### config.mk
export PLATFORM = sky130hd
export DESIGN_NAME = ramp_sequencer
export DESIGN_NICKNAME = d
export VERILOG_FILES = /design/src/rtl/ramp_sequencer.sv
export SDC_FILE = /design/constraint.sdc
export NUM_CORES = 1
export LEC_CHECK = 0
export ABC_AREA = 1
export CAP_MARGIN = 5
export CELL_PAD_IN_SITES_DETAIL_PLACEMENT = 0
export CELL_PAD_IN_SITES_GLOBAL_PLACEMENT = 2
export CORE_ASPECT_RATIO = 0.6
export CORE_MARGIN = 2
export CORE_UTILIZATION = 27
export DETAILED_ROUTE_END_ITERATION = 16
export PLACE_DENSITY = 0.82
export SYNTH_ARGS = -nofsm -noshare
export SYNTH_HDL_FRONTEND = slang
export SYNTH_SLANG_ARGS = --single-unit
export TNS_END_PERCENT = 100
### constraint.sdc
create_clock -name clk -period 2.5 [get_ports clk]
set_input_delay 0.75 -clock clk [delete_from_list [all_inputs] [get_ports clk]]
set_output_delay 0.75 -clock clk [all_outputs]
set_load 0.02 [all_outputs]
### src/rtl/ramp_sequencer.sv
// Soft-start/soft-stop sequencer: ramps the drive through 30/50/100 % levels.
// Each level is held for a latched dwell counted in prescaler ticks. A latched fault forces every level off.
module ramp_sequencer #(
    parameter int DWELL_FAST = 2,
    parameter int DWELL_NORM = 5,
    parameter int DWELL_SLOW = 10,
    parameter int CNT_W      = 4
) (
    input  logic       clk,
    input  logic       reset,
    input  logic       tick,
    input  logic       start,
    input  logic       stop,
    input  logic       fault_in,
    input  logic       fault_clr,
    input  logic       rapido,
    input  logic       lento,
    output logic       out_30,
    output logic       out_50,
    output logic       out_100,
    output logic [2:0] state,
    output logic       busy,
    output logic       fault
);

    typedef enum logic [2:0] {
        IDLE = 3'd0,
        UP30 = 3'd1,
        UP50 = 3'd2,
        RUN  = 3'd3,
        DN50 = 3'd4,
        DN30 = 3'd5,
        FLT  = 3'd6
    } state_t;

    state_t           cur_state;
    state_t           nxt_state;
    logic [CNT_W-1:0] cnt;
    logic [CNT_W-1:0] dwell;
    logic [CNT_W-1:0] dwell_sel;
    logic             expiry;

    assign state  = cur_state;
    assign expiry = tick && (cnt == (dwell - CNT_W'(1)));

    // Next-state selection; fault_in outranks stop, stop outranks start and expiry.
    always_comb begin
        nxt_state = cur_state;
        if (lento) begin
            dwell_sel = CNT_W'(DWELL_SLOW);
        end else if (rapido) begin
            dwell_sel = CNT_W'(DWELL_FAST);
        end else begin
            dwell_sel = CNT_W'(DWELL_NORM);
        end

        if (fault_in) begin
            nxt_state = FLT;
        end else begin
            case (cur_state)
                IDLE: begin
                    if (start && !stop) nxt_state = UP30;
                    else                nxt_state = IDLE;
                end
                UP30: begin
                    if (stop)        nxt_state = DN30;
                    else if (expiry) nxt_state = UP50;
                    else             nxt_state = UP30;
                end
                UP50: begin
                    if (stop)        nxt_state = DN50;
                    else if (expiry) nxt_state = RUN;
                    else             nxt_state = UP50;
                end
                RUN: begin
                    if (stop) nxt_state = DN50;
                    else      nxt_state = RUN;
                end
                DN50: begin
                    if (expiry) nxt_state = DN30;
                    else        nxt_state = DN50;
                end
                DN30: begin
                    if (expiry) nxt_state = IDLE;
                    else        nxt_state = DN30;
                end
                FLT: begin
                    if (fault_clr) nxt_state = IDLE;
                    else           nxt_state = FLT;
                end
                default: nxt_state = IDLE;
            endcase
        end
    end

    // State, dwell counter, latched dwell and outputs decoded from the next state so they align with state.
    always_ff @(posedge clk) begin
        if (reset) begin
            cur_state <= IDLE;
            cnt       <= '0;
            dwell     <= CNT_W'(DWELL_NORM);
            out_30    <= 1'b0;
            out_50    <= 1'b0;
            out_100   <= 1'b0;
            busy      <= 1'b0;
            fault     <= 1'b0;
        end else begin
            cur_state <= nxt_state;
            if (nxt_state != cur_state) begin
                cnt <= '0;
            end else if (tick) begin
                cnt <= cnt + CNT_W'(1);
            end else begin
                cnt <= cnt;
            end
            if ((cur_state == IDLE) && (nxt_state == UP30)) begin
                dwell <= dwell_sel;
            end else begin
                dwell <= dwell;
            end
            out_30  <= (nxt_state == UP30) || (nxt_state == DN30);
            out_50  <= (nxt_state == UP50) || (nxt_state == DN50);
            out_100 <= (nxt_state == RUN);
            busy    <= (nxt_state != IDLE) && (nxt_state != FLT);
            fault   <= (nxt_state == FLT);
        end
    end

endmodule

Word-level counts from Yosys, hierarchy flattened. Index checks and enable logic that the tools add are counted.

Register bits after elaboration: 16. Output and inout bits: 8. Input bits: 9. Word-level logic and storage cells: 48.

Mux-type cells: 13. Reduce and logical (&&, ||, !) cells: 10. Equal/unequal tests: 15. Add/subtract/negate cells: 2.

Operators by type and width (number): two-way mux 3 bit (7); case mux 3 bit (7 select lines) (1); equality test 3 bit, second input constant (6); equality test 3 x 2 -> 1 bit, second input constant (4); equality test 3 x 1 -> 1 bit, second input constant (2); adder 4 x 1 -> 4 bit, second input constant (1); equality test 4 bit (1); logical AND 1 bit (4); two-way mux 4 bit (1); subtractor 4 x 1 -> 4 bit, second input constant (1); logical NOT 3 bit (1); two-way mux 1 bit (3); inequality test 3 bit (1); inequality test 3 bit, second input constant (1); nonzero test 3 bit (1); logical OR 1 bit (2); two-way mux 2 bit (1); OR reduction 2 bit (1); logical NOT 1 bit (1).

Depth between registers and ports, before layout. Gate-level depths: netlist of run 1.

Depth in word-level cells: 9. Depth in mapped cells: 15. Mapped depth without buffers: 15.

Worst setup path before layout of run 1. Ideal clock, no wire load.

Kind: input port to flip-flop. Start: in tick. End: reg dwell[2]. Setup time: 0.119 ns. Data arrival time: 1.678 ns. Setup slack: 0.703 ns. Cell stages on the path: 11. Path buffers: 0. Required time: 2.381 ns. Cell sequence: inv_2 nor2_1 nand2_1 nor2_4 nand2_2 nand2_2 nand4_2 nand3_1 inv_1 o21ai_0 nand2_1.

Cells in the longest elaborated chain, start to end: 7. Elaborated cells between the ends (all ways): 11. Those cells by class: 1 x eq/ne; 8 x mux; 2 x reduce/logical.

RTL lines: start: declaration (RTL line 11) `input logic tick,`; logical AND 1 bit (*) (RTL line 44) `assign expiry = tick && (cnt == (dwell - CNT_W'(1)));`; two-way mux 1 bit / two-way mux 2 bit (equally long branches) (RTL line 72, 80, 67); two-way mux 3 bit (on tied branches) (RTL line 71, 66); case mux 3 bit (7 select lines) (*) (RTL line 60) `case (cur_state)`; two-way mux 3 bit (*) (RTL line 57) `if (fault_in) begin`; equality test 3 x 1 -> 1 bit (*) (RTL line 116) `if ((cur_state == IDLE) && (nxt_state == UP30)) begin`; logical AND 1 bit (*) (RTL line 116); end signal: assignment (RTL line 101) `dwell <= CNT_W'(DWELL_NORM);`; end signal: assignment (RTL line 117) `dwell <= dwell_sel;`; end signal: assignment (RTL line 119) `dwell <= dwell;`; end: declaration (RTL line 39) `logic [CNT_W-1:0] dwell;`.

Every way passes the cells marked *; elsewhere a longest branch is shown, timed or not. A chain may end at the register's enable or synchronous reset.

Final worst setup path of run 1.
Start: in tick. End: reg cnt[1].

Cells in the longest elaborated chain, start to end: 7. Elaborated cells between the ends (all ways): 11. Those cells by class: 1 x eq/ne; 8 x mux; 2 x reduce/logical.

RTL lines: logical AND 1 bit (RTL line 44); two-way mux 1 bit / two-way mux 2 bit (equally long branches) (RTL line 72, 80, 67); two-way mux 3 bit (on tied branches) (RTL line 71, 66); case mux 3 bit (7 select lines) (RTL line 60); two-way mux 3 bit (RTL line 57); inequality test 3 bit (RTL line 109) `if (nxt_state != cur_state) begin`; OR reduction 2 bit (no source line); end signal: assignment (RTL line 112) `cnt <= cnt + CNT_W'(1);`; end signal: assignment (RTL line 114) `cnt <= cnt;`; end: declaration (RTL line 38) `logic [CNT_W-1:0] cnt;`.

Several ways; a longest one is shown, not always the timed one.

==> reports/metrics.cfg, run 1 <==
[global_route]
track_usage_pct=11.7
grt_pass1_wl_mm=3.44
grt_max_degree=11
grt_overflow=0
grt_pass1_vias=760
antenna_found_initial=0

[clocking]
ctsResizeCount=0
cts_tree=built
clock_path_buffers=2
clkLatencyLatePin_ns=0.25
clk_pin_slew_ns=0.07
post_cts_buffers=0
clock-sinks=15
clock-root-buffer=clkbuf_8
holdBufCountCts=0
numCtsBuffers=3
htree_levels=1

[worst_setup_path]
r2r_end=cnt[1]
start_kind=input pin
crit_path_end_kind=register
critPathKind=input pin to register
endpoint=cnt[1]
critPathRequiredTime_ns=2.64
setup.worst_path.start=tick
crit_arrival_ns=2.34
reg2reg_from=dwell[2]
rr_worst_depth=12
crit_fanout=8
regToRegSetupSlack_ns=0.54

[synthesis]
syn-num-nets=138
synth_edf_count=0
synth_top_cells_by_count=25 x nand2_1, 18 x inv_1, 15 x dfxtp_1
syn_area_sq_um=885
yosys_most_used_dff=dfxtp_1
yosysMostFrequentCell=nand2_1
synthDominantCellAreaShare_pct=33.9
synth.ff_latch_count=15
synthCells=126
yosys_warnings=0
avgSynthCellArea_sq_um=7.02
async_flop_share_pct=0
synth.area.top_cells=dfxtp_1 34%, nand2_1 11%, inv_1 7.6%, nand3_1 5.1%, nor3_1 5.1%
ys_seq_area_share_pct=33.9
synth.largest_area_cell=dfxtp_1
synth.distinct_cells=26

[floorplanning]
die_width_microns=77.9
io-pin-count=17
die-area_sq_um=3770
die_h_microns=48.3
row_count=16
coreArea_sq_um=3180
start_util_pct=27.8

[route]
route.detailed.drc=0
vias=832
drt_wl_total_mm=2.01
dr_wl_met3_microns=100
routed_via_density=4.33
met2_length_microns=771
drt_pass1_iterations=4
antenna_left=0
wl_per_cell_microns=10.5
highest_layer=met4
met1_length_mm=1.13
first_iter_violations=37

[timing]
rsz0062_at_grt=no
min_period_over_period_pct=88.0
skew_ns=0.00114
tightest_slew_ns=0.342
hold_slack_ns=0.488
fmax_mhz=455
setup_violations=0
slew_headroom_pct=77.2
hold_viol_final=0
layout_setup_ws_ns=0.300
fin_setup_tns_ns=0
fin_crit_ns=2.20
drv_slew=0

[pwr]
powerDensity_nw_per_um2=504
p_leak_nw=0.484
combPwrFrac_pct=20.6
switching_power_mw=0.172
p_sw_share_pct=29.3
seqPwrFrac_pct=44.4
internal_power_mw=0.415
vdd_drop_max_uv=256
pwr-share-clk_pct=35.0

[placement]
detailed_place_hpwl_mm=1.60
place.gp.congestion=0.789
dp_slack_ns=0.0260
io_buffer_count=16
placedCellCount=188

[worst_hold_path]
hp-class=register to register

[final_layout]
drive_gt1_share_pct=16.3
area_delta_synth_final_pct=31.5
stdcell_count=192
fin_util_pct=36.6
fillers=325
antenna_cells=0
nNetsFinal=160

[run]
cap_violations=0

[status]
status=completed

[power by group through the flow]
| stage | clock [mW] | sequential, mW | combinational, mW |
|---|---|---|---|
| floorplan | 0 | 0.272 | 0.0684 |
| global placement | 0 | 0.266 | 0.121 |
| detailed placement | 0 | 0.265 | 0.121 |
| CTS | 0.216 | 0.260 | 0.122 |
| global route | 0.229 | 0.262 | 0.133 |
| finish | 0.205 | 0.261 | 0.121 |
[state kept, by name, indices dropped and copies added, names as in the netlist]
signal,count
busy,1
cnt,4
out_30,1
dwell,3
fault,1
state,3
out_50,1
out_100,1
[worst max-delay path, cell delays in order]
cell	delay, ns
clkdlybuf4s50_1	0.49
inv_2	0.03
nor2_1	0.09
nand2_1	0.09
nor2_4	0.13
nand2_2	0.06
nand2_2	0.10
nand4_2	0.16
nand2_2	0.18
nand2_1	0.07
nand2_1	0.13
nor3_1	0.06
[area by class of cell]
type                    instances  area, sq um  area share (%)
clock buffers                   3         41.3            3.55
repair buffers                 19          183            15.7
clock inverters                 1         7.51           0.645
well taps                      45         56.3            4.84
inverters                      22         82.6            7.10
flip-flops and latches         15          300            25.8
multi-input cells              87          493            42.4
[layer usage]
metal	up-vias	track usage, %
li1	445	-
met1	370	17.8
met2	15	15.5
met3	2	4.66
met4	0	1.75
met5	-	0
[metrics by stage]
stage                     area (sq um)  total power [mW]
after global routing              1160             0.624
after CTS                         1160             0.598
after floorplan                    885             0.340
after global placement            1110             0.386
final                             1160             0.587
after detailed placement          1110             0.386
[worst min-delay path by stage]
stage	startpoint	end	depth (start not counted)	slack, ns
after floorplan	dwell[1]	dwell[1]	2	0.46
after global placement	dwell[3]	dwell[3]	2	0.47
after detailed placement	dwell[3]	dwell[3]	2	0.48
after CTS	dwell[3]	dwell[3]	2	0.49
after global routing	dwell[1]	dwell[1]	2	0.52
final	dwell[3]	dwell[3]	2	0.49
[layout by cell type (no fill, tap or decap), drive strengths merged, types with 2 or more instances in the layout]
| cell | synthesis | layout |
|---|---|---|
| a21oi | 5 | 5 |
| buf | 2 | 3 |
| clkbuf | 0 | 3 |
| clkdlybuf4s50 | 0 | 16 |
| dfxtp | 15 | 15 |
| ha | 3 | 3 |
| inv | 22 | 22 |
| nand2 | 31 | 31 |
| nand3 | 11 | 11 |
| nand3b | 2 | 2 |
| nand4 | 5 | 5 |
| nor2 | 11 | 11 |
| nor3 | 9 | 9 |
| o21ai | 4 | 4 |
| xor2 | 3 | 3 |
[kinds of logic (layout without fill, tap and decap cells)]
logic type / Yosys count / in the layout / share of synthesized area [%]
AND/OR/NAND/NOR: 69 / 69 / 40.2
buffers and inverters: 24 / 45 / 10.3
flip-flops: 15 / 15 / 33.9
AO/OA/AOI/OAI: 10 / 10 / 6.22
XOR/XNOR: 4 / 4 / 3.96
adder cells (fa/ha/maj): 3 / 3 / 4.24
multiplexers: 1 / 1 / 1.13
Power figures use the tool's default switching activity.
==> inputs of run 2 (changes only) <==
PLACE_DENSITY = 0.86   (was 0.82)
==> run 2 against run 1 <==
Cell count is the same. Sequential power is essentially flat. Combinational power is essentially flat. First-iteration DRC count shrank 32%. Count of clock-buffer cells in the layout is the same. Design area is the same. Largest power group unchanged. Sequential share of layout area is the same. Hold slack gained 0.0083 ns.
==> reports/metrics.cfg, run 2 (synthesized netlist as in run 1, its figures left out) <==
[final_layout]
final_common_cell=nand2_1  ; unchanged
fillers=341  ; was 325
drive_gt1_share_pct=16.3  ; unchanged
nNetsFinal=160  ; unchanged
layout_common_cells=25 x nand2_1, 18 x inv_1, 16 x clkdlybuf4s50_1  ; unchanged
fin_util_pct=36.6  ; unchanged
area_delta_synth_final_pct=31.5  ; unchanged
largest_reg_flops=4  ; unchanged
antenna_cells=0  ; unchanged
regMostFlops=cnt  ; unchanged

[clocking]
clkLatencyLatePin_ns=0.25  ; about the same
clock-root-buffer=clkbuf_8  ; unchanged
cts_tree=built  ; unchanged
htree_levels=1  ; unchanged
numCtsBuffers=3  ; unchanged
post_cts_buffers=0  ; unchanged
holdBufCountCts=0  ; unchanged
ctsResizeCount=0  ; unchanged
clk_pin_slew_ns=0.07  ; about the same
clock-sinks=15  ; unchanged
clock_path_buffers=2  ; unchanged

[route]
wl_per_cell_microns=10.6  ; was 10.5 microns
route.detailed.drc=0  ; unchanged
first_iter_violations=25  ; was 37
drt_pass1_iterations=4  ; unchanged
vias=848  ; was 832
antenna_left=0  ; unchanged
drt_wl_total_mm=2.03  ; was 2.01 mm
routed_via_density=4.42  ; was 4.33

[placement]
io_buffer_count=16  ; unchanged
detailed_place_hpwl_mm=1.60  ; about the same
place.gp.congestion=0.803  ; was 0.789

[status]
status=completed  ; unchanged

[floorplanning]
die_width_microns=77.9  ; unchanged
row_count=16  ; unchanged
coreArea_sq_um=3180  ; unchanged
io-pin-count=17  ; unchanged
die_h_microns=48.3  ; unchanged
die-area_sq_um=3770  ; unchanged
start_util_pct=27.8  ; unchanged

[global_route]
grt_pass1_wl_mm=3.56  ; was 3.44 mm
grt_max_degree=11  ; unchanged
antenna_found_initial=0  ; unchanged
grt_overflow=0  ; unchanged
grt_pass1_vias=798  ; was 760
track_usage_pct=11.8  ; was 11.7%

[timing]
hold_viol_final=0  ; unchanged
fin_crit_ns=2.21  ; was 2.20 ns
tightest_slew_ns=0.308  ; was 0.342 ns
fmax_mhz=453  ; was 455 MHz
fin_setup_tns_ns=0  ; unchanged
setup_violations=0  ; unchanged
drv_slew=0  ; unchanged
skew_ns=0.00144  ; was 0.00114 ns
rsz0062_at_grt=no  ; unchanged
min_period_over_period_pct=88.3  ; was 88.0%
slew_headroom_pct=79.4  ; was 77.2%

[worst_setup_path]
critPathSlowestCell=clkdlybuf4s50_1  ; unchanged
critPathKind=input pin to register  ; unchanged
crit_fanout=8  ; unchanged
crit_top_cell=nand2_2
start_kind=input pin  ; unchanged
regToRegSetupSlack_ns=0.52  ; was 0.54 ns
cp_cell_sequence=clkdlybuf4s50_1 > inv_2 > nor2_1 > nand2_1 > nor2_4 > nand2_2 > nand2_2 > nand4_2 > nand2_2 > nand2_1 > o21ai_1 > nor2_1  ; was clkdlybuf4s50_1 > inv_2 > nor2_1 > nand2_1 > nor2_4 > nand2_2 > nand2_2 > nand4_2 > nand2_2 > nand2_1 > nand2_1 > nor3_1
crit_path_end_kind=register  ; unchanged
critPathMaxStageDelay_ns=0.50  ; was 0.49 ns
reg2reg_from=dwell[2]  ; unchanged
crit_arrival_ns=2.36  ; was 2.34 ns
setup.worst_path.start=tick  ; unchanged
critPathRequiredTime_ns=2.65  ; was 2.64 ns

[pwr]
powerDensity_nw_per_um2=504  ; about the same
vdd_drop_max_uv=229  ; was 256 uV
internal_power_mw=0.415  ; about the same
p_sw_share_pct=29.3  ; about the same
p_leak_nw=0.484  ; unchanged
pwr-share-clk_pct=35.1  ; was 35.0%
seqPwrFrac_pct=44.3  ; was 44.4%
switching_power_mw=0.172  ; about the same
combPwrFrac_pct=20.7  ; was 20.6%

[run]
cap_violations=0  ; unchanged

[worst_hold_path]
min_from=dwell[3]  ; unchanged
hp-class=register to register  ; unchanged

-- run 2: final timing paths --
check | end | depth (start not counted)
max | busy | 12
min | dwell[3] | 2
max reg2reg | busy | 12
min reg2reg | dwell[3] | 2
-- run 2: layer usage --
metal  vias up  routed length [microns]  global-route usage (%)
met3         2                      119                    4.48
met5         -                        0                       0
met4         0                        6                    1.75
met1       379                     1090                    17.0
li1        447                        -                       -
met2        20                      812                    17.2
-- run 2: final cells by class --
| class | count | area (sq um) | share of cell area, % |
|---|---|---|---|
| Inverter | 22 | 82.6 | 7.10 |
| Clock inverter | 1 | 7.51 | 0.645 |
| Clock buffer | 3 | 41.3 | 3.55 |
| Tap cell | 45 | 56.3 | 4.84 |
| Multi-Input combinational cell | 87 | 493 | 42.4 |
| Timing Repair Buffer | 19 | 183 | 15.7 |
| Sequential cell | 15 | 300 | 25.8 |
-- run 2: stage by stage --
stage | power, mW | setup WS (ns) | cells | instance area, sq um | hold slack (ns)
floorplan | 0.340 | 0.703 | 126 | 885 | 0.458
global placement | 0.386 | 0.0850 | 188 | 1110 | 0.472
detailed placement | 0.387 | 0.0397 | 188 | 1110 | 0.493
CTS | 0.595 | 0.293 | 192 | 1160 | 0.504
global route | 0.625 | 0.121 | 192 | 1160 | 0.524
finish | 0.587 | 0.292 | 192 | 1160 | 0.496
-- run 2: power by group through the flow --
stage | sequential, mW | combinational (mW) | clock (mW)
finish | 0.260 | 0.121 | 0.206
global route | 0.262 | 0.136 | 0.228
CTS | 0.260 | 0.123 | 0.213
detailed placement | 0.265 | 0.121 | 0
global placement | 0.265 | 0.121 | 0
floorplan | 0.272 | 0.0684 | 0
-- run 2: worst max-delay path, delay by kind of cell --
| kind | cells | cell delay, ns |
|---|---|---|
| AND/OR/NAND/NOR | 9 | 0.95 |
| buffers and inverters | 2 | 0.53 |
| AO/OA/AOI/OAI | 1 | 0.13 |
